$ cat src/rtl/cleared_sync_memory_pkg.sv
// -----------------------------------------------------------------------------
// memory_pkg
// Shared definitions for cleared_sync_memory:
//   - FSM state encoding (ST_CLEAR / ST_READY)
//   - depth_of(): number of words for a given address width
//   - DEFAULT_INIT_VALUE: value the clear sequencer writes unless overridden
// -----------------------------------------------------------------------------
package memory_pkg;

    // Legacy-compatible state constants; a single bit is enough for two states.
    localparam logic [0:0] ST_CLEAR = 1'b0;
    localparam logic [0:0] ST_READY = 1'b1;

    localparam int DEFAULT_INIT_VALUE = 0;

    function automatic int depth_of(input int addr_width);
        return 1 << addr_width;
    endfunction

endpackage

$ cat src/rtl/cleared_sync_memory_if.sv
// -----------------------------------------------------------------------------
// cleared_sync_memory_if
// Request/response bundle between the sample-capture / packetiser side
// (master) and the memory (slave).
//   addr, data_in, write, read, clear : requests, sampled every rising edge
//   data_out, rd_valid                : registered read data + 1-cycle strobe
//   busy                              : memory is clearing, requests dropped
//   err                               : 1-cycle pulse, a request was dropped
//   dbg_state                         : current FSM state, for observation only
//
// Handshake: there is no backpressure. A read or write is accepted in a cycle
// where busy=0 and clear=0; otherwise it is dropped and err pulses the next
// cycle. An accepted read produces rd_valid=1 with data_out exactly one cycle
// later.
// -----------------------------------------------------------------------------
interface cleared_sync_memory_if #(
    parameter int DATA_WIDTH = 8,
    parameter int ADDR_WIDTH = 4
);
    logic [ADDR_WIDTH-1:0] addr;
    logic [DATA_WIDTH-1:0] data_in;
    logic                  write;
    logic                  read;
    logic                  clear;
    logic [DATA_WIDTH-1:0] data_out;
    logic                  rd_valid;
    logic                  busy;
    logic                  err;
    logic [0:0]            dbg_state;

    modport master (
        output addr, data_in, write, read, clear,
        input  data_out, rd_valid, busy, err, dbg_state
    );

    modport slave (
        input  addr, data_in, write, read, clear,
        output data_out, rd_valid, busy, err, dbg_state
    );
endinterface

$ cat src/rtl/cleared_sync_memory_mem_array.sv
// -----------------------------------------------------------------------------
// mem_array
// Plain storage: one synchronous write port, one synchronous read port.
//   clk_i, rst_i       : clock, synchronous active-high reset (read register only)
//   we_i/waddr_i/wdata_i : write port, committed on the rising edge
//   re_i/raddr_i       : read port; rdata_o updates on the edge re_i is high
//   rdata_o            : registered read data, holds when re_i is low
// Reading and writing the same address in one cycle returns the old word,
// because both ports sample the array before the edge's updates land.
// -----------------------------------------------------------------------------
module mem_array
    import memory_pkg::*;
#(
    parameter int DATA_WIDTH = 8,
    parameter int ADDR_WIDTH = 4
) (
    input  logic                  clk_i,
    input  logic                  rst_i,
    input  logic                  we_i,
    input  logic [ADDR_WIDTH-1:0] waddr_i,
    input  logic [DATA_WIDTH-1:0] wdata_i,
    input  logic                  re_i,
    input  logic [ADDR_WIDTH-1:0] raddr_i,
    output logic [DATA_WIDTH-1:0] rdata_o
);
    localparam int DEPTH = depth_of(ADDR_WIDTH);

    logic [DATA_WIDTH-1:0] mem_q [DEPTH];
    logic [DATA_WIDTH-1:0] rdata_q;

    // Storage itself carries no reset; the clear sequencer initialises it.
    always_ff @(posedge clk_i) begin
        if (we_i) begin
            mem_q[waddr_i] <= wdata_i;
        end
    end

    always_ff @(posedge clk_i) begin
        if (rst_i) begin
            rdata_q <= '0;
        end else if (re_i) begin
            rdata_q <= mem_q[raddr_i];
        end
    end

    assign rdata_o = rdata_q;

endmodule

$ cat src/rtl/cleared_sync_memory.sv
// -----------------------------------------------------------------------------
// cleared_sync_memory
// Single-port sample memory with registered read, a hardware clear sequencer
// and a dropped-request error pulse.
//   clk      : single clock, rising edge
//   rst      : synchronous active-high reset; restarts the clear sequence
//   mem_if   : slave side of cleared_sync_memory_if (requests, read data,
//              rd_valid, busy, err, dbg_state)
// After reset, or on clear in READY, every word is written with INIT_VALUE,
// one word per cycle, DEPTH cycles in total. Requests seen during that time
// are dropped and flagged on err.
// -----------------------------------------------------------------------------
module cleared_sync_memory
    import memory_pkg::*;
#(
    parameter int                    DATA_WIDTH = 8,
    parameter int                    ADDR_WIDTH = 4,
    parameter logic [DATA_WIDTH-1:0] INIT_VALUE = DATA_WIDTH'(DEFAULT_INIT_VALUE)
) (
    input  logic                    clk,
    input  logic                    rst,
    cleared_sync_memory_if.slave    mem_if
);
    localparam int                    DEPTH     = depth_of(ADDR_WIDTH);
    localparam logic [ADDR_WIDTH-1:0] LAST_ADDR = ADDR_WIDTH'(DEPTH - 1);

    logic [0:0]            state_q, state_d;
    logic [ADDR_WIDTH-1:0] cnt_q, cnt_d;
    logic                  rd_valid_q, rd_valid_d;
    logic                  err_q, err_d;

    logic                  clearing;
    logic                  accept;
    logic                  arr_we;
    logic [ADDR_WIDTH-1:0] arr_waddr;
    logic [DATA_WIDTH-1:0] arr_wdata;
    logic                  arr_re;

    always_comb begin
        clearing = (state_q == ST_CLEAR);
        // A clear request in READY wins over a same-cycle read/write.
        accept   = (state_q == ST_READY) && !mem_if.clear;

        // Write port: sequencer owns it while clearing, user otherwise.
        // Nothing is written on a reset edge.
        arr_we    = !rst && (clearing || (accept && mem_if.write));
        arr_waddr = clearing ? cnt_q : mem_if.addr;
        arr_wdata = clearing ? INIT_VALUE : mem_if.data_in;

        arr_re     = !rst && accept && mem_if.read;
        rd_valid_d = arr_re;
        err_d      = (mem_if.read || mem_if.write) && !accept;

        state_d = state_q;
        cnt_d   = cnt_q;
        if (clearing) begin
            // Counter wraps back to 0 on the last word, ready for the next clear.
            cnt_d = cnt_q + 1'b1;
            if (cnt_q == LAST_ADDR) begin
                state_d = ST_READY;
            end
        end else if (mem_if.clear) begin
            state_d = ST_CLEAR;
            cnt_d   = '0;
        end
    end

    always_ff @(posedge clk) begin
        if (rst) begin
            state_q    <= ST_CLEAR;
            cnt_q      <= '0;
            rd_valid_q <= 1'b0;
            err_q      <= 1'b0;
        end else begin
            state_q    <= state_d;
            cnt_q      <= cnt_d;
            rd_valid_q <= rd_valid_d;
            err_q      <= err_d;
        end
    end

    mem_array #(
        .DATA_WIDTH (DATA_WIDTH),
        .ADDR_WIDTH (ADDR_WIDTH)
    ) u_mem_array (
        .clk_i   (clk),
        .rst_i   (rst),
        .we_i    (arr_we),
        .waddr_i (arr_waddr),
        .wdata_i (arr_wdata),
        .re_i    (arr_re),
        .raddr_i (mem_if.addr),
        .rdata_o (mem_if.data_out)
    );

    assign mem_if.rd_valid  = rd_valid_q;
    assign mem_if.err       = err_q;
    assign mem_if.busy      = clearing;
    assign mem_if.dbg_state = state_q;

endmodule

$ cat src/flat_wrapper.sv
// flat-port wrapper written by rule: the top's interface ports become plain ports
module cleared_sync_memory_flat import memory_pkg::*;
#(
    parameter int                    DATA_WIDTH = 8,
    parameter int                    ADDR_WIDTH = 4,
    parameter logic [DATA_WIDTH-1:0] INIT_VALUE = DATA_WIDTH'(DEFAULT_INIT_VALUE)
)
  (clk, rst, mem_if_addr, mem_if_data_in, mem_if_write, mem_if_read, mem_if_clear, mem_if_data_out, mem_if_rd_valid, mem_if_busy, mem_if_err, mem_if_dbg_state);
  cleared_sync_memory_if #(.DATA_WIDTH(DATA_WIDTH), .ADDR_WIDTH(ADDR_WIDTH)) mem_if_i ();
  input  logic clk;
  input  logic rst;
  input wire logic [$bits(mem_if_i.addr)-1:0] mem_if_addr;
  input wire logic [$bits(mem_if_i.data_in)-1:0] mem_if_data_in;
  input wire logic [$bits(mem_if_i.write)-1:0] mem_if_write;
  input wire logic [$bits(mem_if_i.read)-1:0] mem_if_read;
  input wire logic [$bits(mem_if_i.clear)-1:0] mem_if_clear;
  output wire logic [$bits(mem_if_i.data_out)-1:0] mem_if_data_out;
  output wire logic [$bits(mem_if_i.rd_valid)-1:0] mem_if_rd_valid;
  output wire logic [$bits(mem_if_i.busy)-1:0] mem_if_busy;
  output wire logic [$bits(mem_if_i.err)-1:0] mem_if_err;
  output wire logic [$bits(mem_if_i.dbg_state)-1:0] mem_if_dbg_state;
  assign mem_if_i.addr = mem_if_addr;
  assign mem_if_i.data_in = mem_if_data_in;
  assign mem_if_i.write = mem_if_write;
  assign mem_if_i.read = mem_if_read;
  assign mem_if_i.clear = mem_if_clear;
  assign mem_if_data_out = mem_if_i.data_out;
  assign mem_if_rd_valid = mem_if_i.rd_valid;
  assign mem_if_busy = mem_if_i.busy;
  assign mem_if_err = mem_if_i.err;
  assign mem_if_dbg_state = mem_if_i.dbg_state;
  cleared_sync_memory #(.DATA_WIDTH(DATA_WIDTH), .ADDR_WIDTH(ADDR_WIDTH), .INIT_VALUE(INIT_VALUE)) u_core (.clk(clk), .rst(rst), .mem_if(mem_if_i));
endmodule
$ cat config.mk
export PLATFORM = sky130hd
export DESIGN_NAME = cleared_sync_memory_flat
export DESIGN_NICKNAME = d
export VERILOG_FILES = /design/src/rtl/cleared_sync_memory_pkg.sv /design/src/rtl/cleared_sync_memory_if.sv /design/src/rtl/cleared_sync_memory_mem_array.sv /design/src/rtl/cleared_sync_memory.sv /design/src/flat_wrapper.sv
export SDC_FILE = /design/constraint.sdc
export NUM_CORES = 1
export LEC_CHECK = 0
export CAP_MARGIN = 20
export CORE_MARGIN = 5
export CORE_UTILIZATION = 50
export DETAILED_ROUTE_END_ITERATION = 10
export GPL_ROUTABILITY_DRIVEN = 0
export GPL_TIMING_DRIVEN = 1
export PLACE_DENSITY = 0.77
export SLEW_MARGIN = 5
export SYNTH_ARGS = -nofsm -noshare
export SYNTH_HDL_FRONTEND = slang
export SYNTH_SLANG_ARGS = --single-unit
$ cat constraint.sdc
create_clock -name clk -period 4 [get_ports clk]
set_input_delay 0.8 -clock clk [delete_from_list [all_inputs] [get_ports clk]]
set_output_delay 0.8 -clock clk [all_outputs]
set_load 0.02 [all_outputs]
After elaboration in Yosys (flattened, before gate mapping)
Memory sizes are Yosys's and may differ from the RTL's. A register that Yosys moved wholly into a read port is not among the register bits.
Cells that the tools add are included.
Word-level totals
  register bits after elaboration: 7
  RAM bits: 128
  output and inout port bits: 12
  word-level logic and storage cells: 29
  memories: 1
Memory list
  u_core.u_mem_array.mem_q: depth 16, width 8, read ports 1, clocked after memory_dff 1, wr ports 1, line cleared_sync_memory_mem_array.sv:28  | logic [DATA_WIDTH-1:0] mem_q [DEPTH];
Cells by class
  $add $sub $neg: 1
  eq/ne operators: 2
  muxes and demuxes: 9
  bitwise operators: 1
  reduce and logical (&&, ||, !) cells: 11
Operators by type and width (number)
  $mux W4: 3
  $mux W8: 1
  $logic_and A1 B1 Y1: 6
  $mux W1: 5
  $add A4 B1 Y4 const B: 1
  $eq A4 B4 Y1 const B: 1
  $logic_not A1 Y1: 3
  $logic_or A1 B1 Y1: 2
  $ne A2 B2 Y1 const B: 1
  $not A1 Y1: 1

Logic depth before layout (Yosys ltp)
  depth after elaboration: 7
  gate-level depth with buffers: 8

Cells and area by module
A second synthesis with hierarchy kept.
Second synthesis, totals
  cell total of the unflattened synthesis: 365
  area, all modules: 5769.3 µm²
By module, submodules not included
  mem_array: instances 1, cells an instance 316, area an instance 5343.9 µm², seq. area each 4003.8 µm²
  cleared_sync_memory: instances 1, cells an instance 49, area an instance 425.4 µm², seq. area each 140.1 µm²

Least setup slack after synthesis
OpenSTA, ideal clock, no wires.
  path type: input port to flip-flop
  start point: in mem_if_addr[1]
  end point: mem u_core.u_mem_array.mem_q[2][0], enable pin
  arrival time: 2128 ps
  data required time: 3630 ps
  setup slack: 1502 ps
  cell stages on the path: 7
  cells stage by stage: buf_4 buf_4 buf_2 nand4b_1 a21oi_1 nand2_1 nor2_1
Between the ends
  word-level cells in the longest chain between the ends: 1
RTL lines
  start: declaration: line flat_wrapper.sv:12  | input wire logic [$bits(mem_if_i.addr)-1:0] mem_if_addr;
  $mux W4: line cleared_sync_memory.sv:47  | arr_waddr = clearing ? cnt_q : mem_if.addr;
  end: declaration: line cleared_sync_memory_mem_array.sv:28
No other way between the ends.

Worst setup path in the final report
  start point: reg u_core.state_q (netlist: u_core.mem_if.dbg_state)
  end point: out mem_if_busy
Between the ends
  word-level cells in the longest chain between the ends: 1
RTL lines
  start: declaration: line cleared_sync_memory.sv:27  | logic [0:0] state_q, state_d;
  start signal: assignment: line cleared_sync_memory.sv:75  | state_q <= state_d;
  $not A1 Y1: line cleared_sync_memory.sv:40  | clearing = (state_q == ST_CLEAR);
  end: declaration: line flat_wrapper.sv:19  | output wire logic [$bits(mem_if_i.busy)-1:0] mem_if_busy;
No other way between the ends.

==> results.md <==
* Status: finished clean
* Fin crit period at 2.95 ns
* Max-Cap Viols at 0
* Die Area at 13600 um^2
* Routed vias at 2982
* Die Height at 117 um
* Drt pass-1 iters at 5
* Synth Area in Adders at 0.00221
* Post-synth EDFFs at 128
* Yosys cell types at 38
* Net Sw Power at 667 uW
* Congestion Overflow GR at 0
* Synth-to-Final Area Change at 17.9%
* N_diodes at 0
* Pint at 2680 uW
* Post-CTS Hold Fix Bufs at 0
* Tcrit/Tclk final at 0.737
* Crit path kind: reg2out
* PostCTS Resize Cnt at 0
* RSZ-0062 raised after global routing: false
* Max Freq at 0.339 GHz
* Placeable Area at 11000 um^2
* Post-Synthesis Cell Area at 5670 um^2
* Setup crit start kind: register
* Rows at 38
* Drt total wl at 11800 um
* Initial DRC count at 285
* Worst EP arrival at 2.15 ns
* First-pass GRT wire length at 18400 um
* Later-pin clock latency in the skew report at 0.42 ns
* Async S/R FF share, synth at 0
* Slowest CP cell: dfxtp_1
* Synth Instances at 317
* CTS Root Cell: clkbuf_16
* Total clock sinks at 143
* Worst vdd ir at 0.272 mV
* Post-synthesis compound-gate area fraction at 0.0415
* Most common cell after layout, fill and taps aside: edfxtp_1
* Synth Register Bits at 143
* Post-synthesis mux area share at 0.140
* Critical path buffers and inverters at 2
* Ys flop type: edfxtp_1
* CP max stage delay at 0.88 ns
* Postcts setup bufs at 0
* Routed wire length per instance at 23.0 um
* Clk_skew at 0.0141 ns
* Simple-Gate Fraction of Synth Area at 0.0633
* Comb pwr share at 0.039
* Syn Area/Cell at 17.9 um^2
* Fin Setup TNS at 0 ns
* Syn nets at 335
* Setup violators final at 0
* Chip Width at 117 um
* Number of port buffers at 28
* Slew HR at 0.420
* Starting Density at 0.517
* Post-Synth XOR/XNOR Area at 0
* Vias/cell at 5.84
* Ys Warns at 0
* Fraction of layout cells with a size suffix above 1 at 0.194
* Pin count of the biggest net entering global routing at 31
* Vias in the first global route at 3088
* WP data required at 3.20 ns
* Nets at 376
* H-Tree Depth at 4
* GRT Util Overall at 0.193
* Final-report max-slew violation count at 0
* CP top delay family: flip-flops
* Min-Delay Path Class: reg2reg
* Clock power frac at 0.474
* Register area share after synthesis at 0.730
* CTS Buffer Depth at 2
* TritonCTS Buffers at 17
* Antenna violations before repair at 0
* Ports at 29
* Hold Violations, Final at 0
* Slew @ Worst Pin at 0.867 ns
* Critical Path Sink Type: output port
* CTS tree: yes
* Crit-path cells: inv_1 -> clkdlybuf4s50_1
* Seq pwr share at 0.488
* Pre-CTS setup slack at 0.988 ns
* Final WS setup at 1.05 ns
* Leak at 0.00214 uW
* Routed Antenna Nets at 0
* Commonest cells after routing, fill and taps aside: edfxtp_1, nor2_1, clkdlybuf4s50_1
* CP max FO at 30
* DP HPWL at 7570 um
* Clock transition at path regs at 0.06 ns
* Power per cell area at 501 nW/um^2
* DR DRC count at 0
* Largest family of logic cells by synthesized area: multiplexers
* Switch share at 0.199
[cell type report]
type / instances / area, um^2
clock buffer: 19 / 443
clock inverter: 13 / 163
fill: 739 / 4290
inverter: 3 / 11.3
multi-input combinational: 155 / 1400
sequential: 143 / 4140
tap: 140 / 175
timing repair buffer: 38 / 350
[through the flow]
stage / area [um^2] / util / instances / hold slack (ns) / power, uW
after floorplan: 5670 / - / 317 / 0.505 / 1750
final: 6690 / 0.609 / 511 / 0.497 / 3350
after detailed placement: 6080 / 0.554 / 479 / 0.477 / 1790
after global placement: 6080 / 0.554 / 479 / 0.467 / 1790
after CTS: 6690 / 0.609 / 511 / 0.491 / 3370
after global routing: 6690 / 0.609 / 511 / 0.537 / 3450
[tightest hold or removal path, cell delays in order (launching register included)]
cell,delay (ns)
dfxtp_1,0.34
a32oi_1,0.06
o21ai_0,0.06
[path summary, 6_finish.rpt]
check / startpoint / to / slack (ns) / cells after the start
worst max-delay path: u_core.mem_if.dbg_state$_SDFF_PP0_ / mem_if_busy / 1.05 / 2
worst min-delay path: u_core.u_mem_array.rdata_o[5]$_SDFFE_PP0P_ / u_core.u_mem_array.rdata_o[5]$_SDFFE_PP0P_ / 0.50 / 2
worst max register to register: u_core.mem_if.dbg_state$_SDFF_PP0_ / u_core.u_mem_array.mem_q[3][1]$_DFFE_PP_ / 1.48 / 4
worst min register to register: u_core.u_mem_array.rdata_o[5]$_SDFFE_PP0P_ / u_core.u_mem_array.rdata_o[5]$_SDFFE_PP0P_ / 0.50 / 2
[logic make-up (layout without fill, tap and decap cells)]
family                     after synthesis  count (layout)
AOI/OAI and AO/OA                       34              34
DFF                                    143             143
buffers and inverters                   19              73
adders and majority gates                1               1
muxes                                   48              48
and+or+nand+nor                         72              72
[per-layer routing]
layer	track usage	vias up	part of all wire
li1	-	1340	-
met1	0.250	1513	0.41
met2	0.317	114	0.52
met3	0.0565	15	0.061
met4	0.0619	0	0.015
met5	0	-	0
[cells in the mapped netlist (2+ instances only)]
cell type	count	area share
buf_4	2	0.0026
clkbuf_1	3	0.0020
dfxtp_1	15	0.053
buf_2	4	0.0035
a22o_1	2	0.0031
a22oi_1	6	0.0079
a221o_1	2	0.0035
edfxtp_1	128	0.68
a31oi_1	4	0.0044
buf_6	4	0.0079
nor2b_1	4	0.0044
and2_1	8	0.0088
nor3_1	6	0.0053
nand2b_1	6	0.0066
mux2i_1	21	0.037
mux2_2	2	0.0040
o21ai_1	2	0.0018
and3_1	2	0.0022
mux4_2	25	0.099
o21ai_0	5	0.0044
nor2_1	27	0.018
nand2_1	13	0.0086
a32oi_1	5	0.0077
inv_1	2	0.0013
a21oi_1	6	0.0053
[state kept, by name (all words and copies together), names as in the netlist]
signal	flops
u_core.cnt_q	4
u_core.mem_if.err	1
u_core.u_mem_array.rdata_o	8
u_core.mem_if.rd_valid	1
u_core.u_mem_array.mem_q	128
u_core.mem_if.dbg_state	1
[power by group through the flow]
stage / sequential (uW) / clock, uW / combinational (uW)
after floorplan: 1660 / 0 / 89.6
after global placement: 1660 / 0 / 128
after detailed placement: 1660 / 0 / 129
after CTS: 1630 / 1610 / 130
after global routing: 1630 / 1680 / 140
final: 1630 / 1590 / 129
Note: power is estimated with default switching activity, not from simulation.
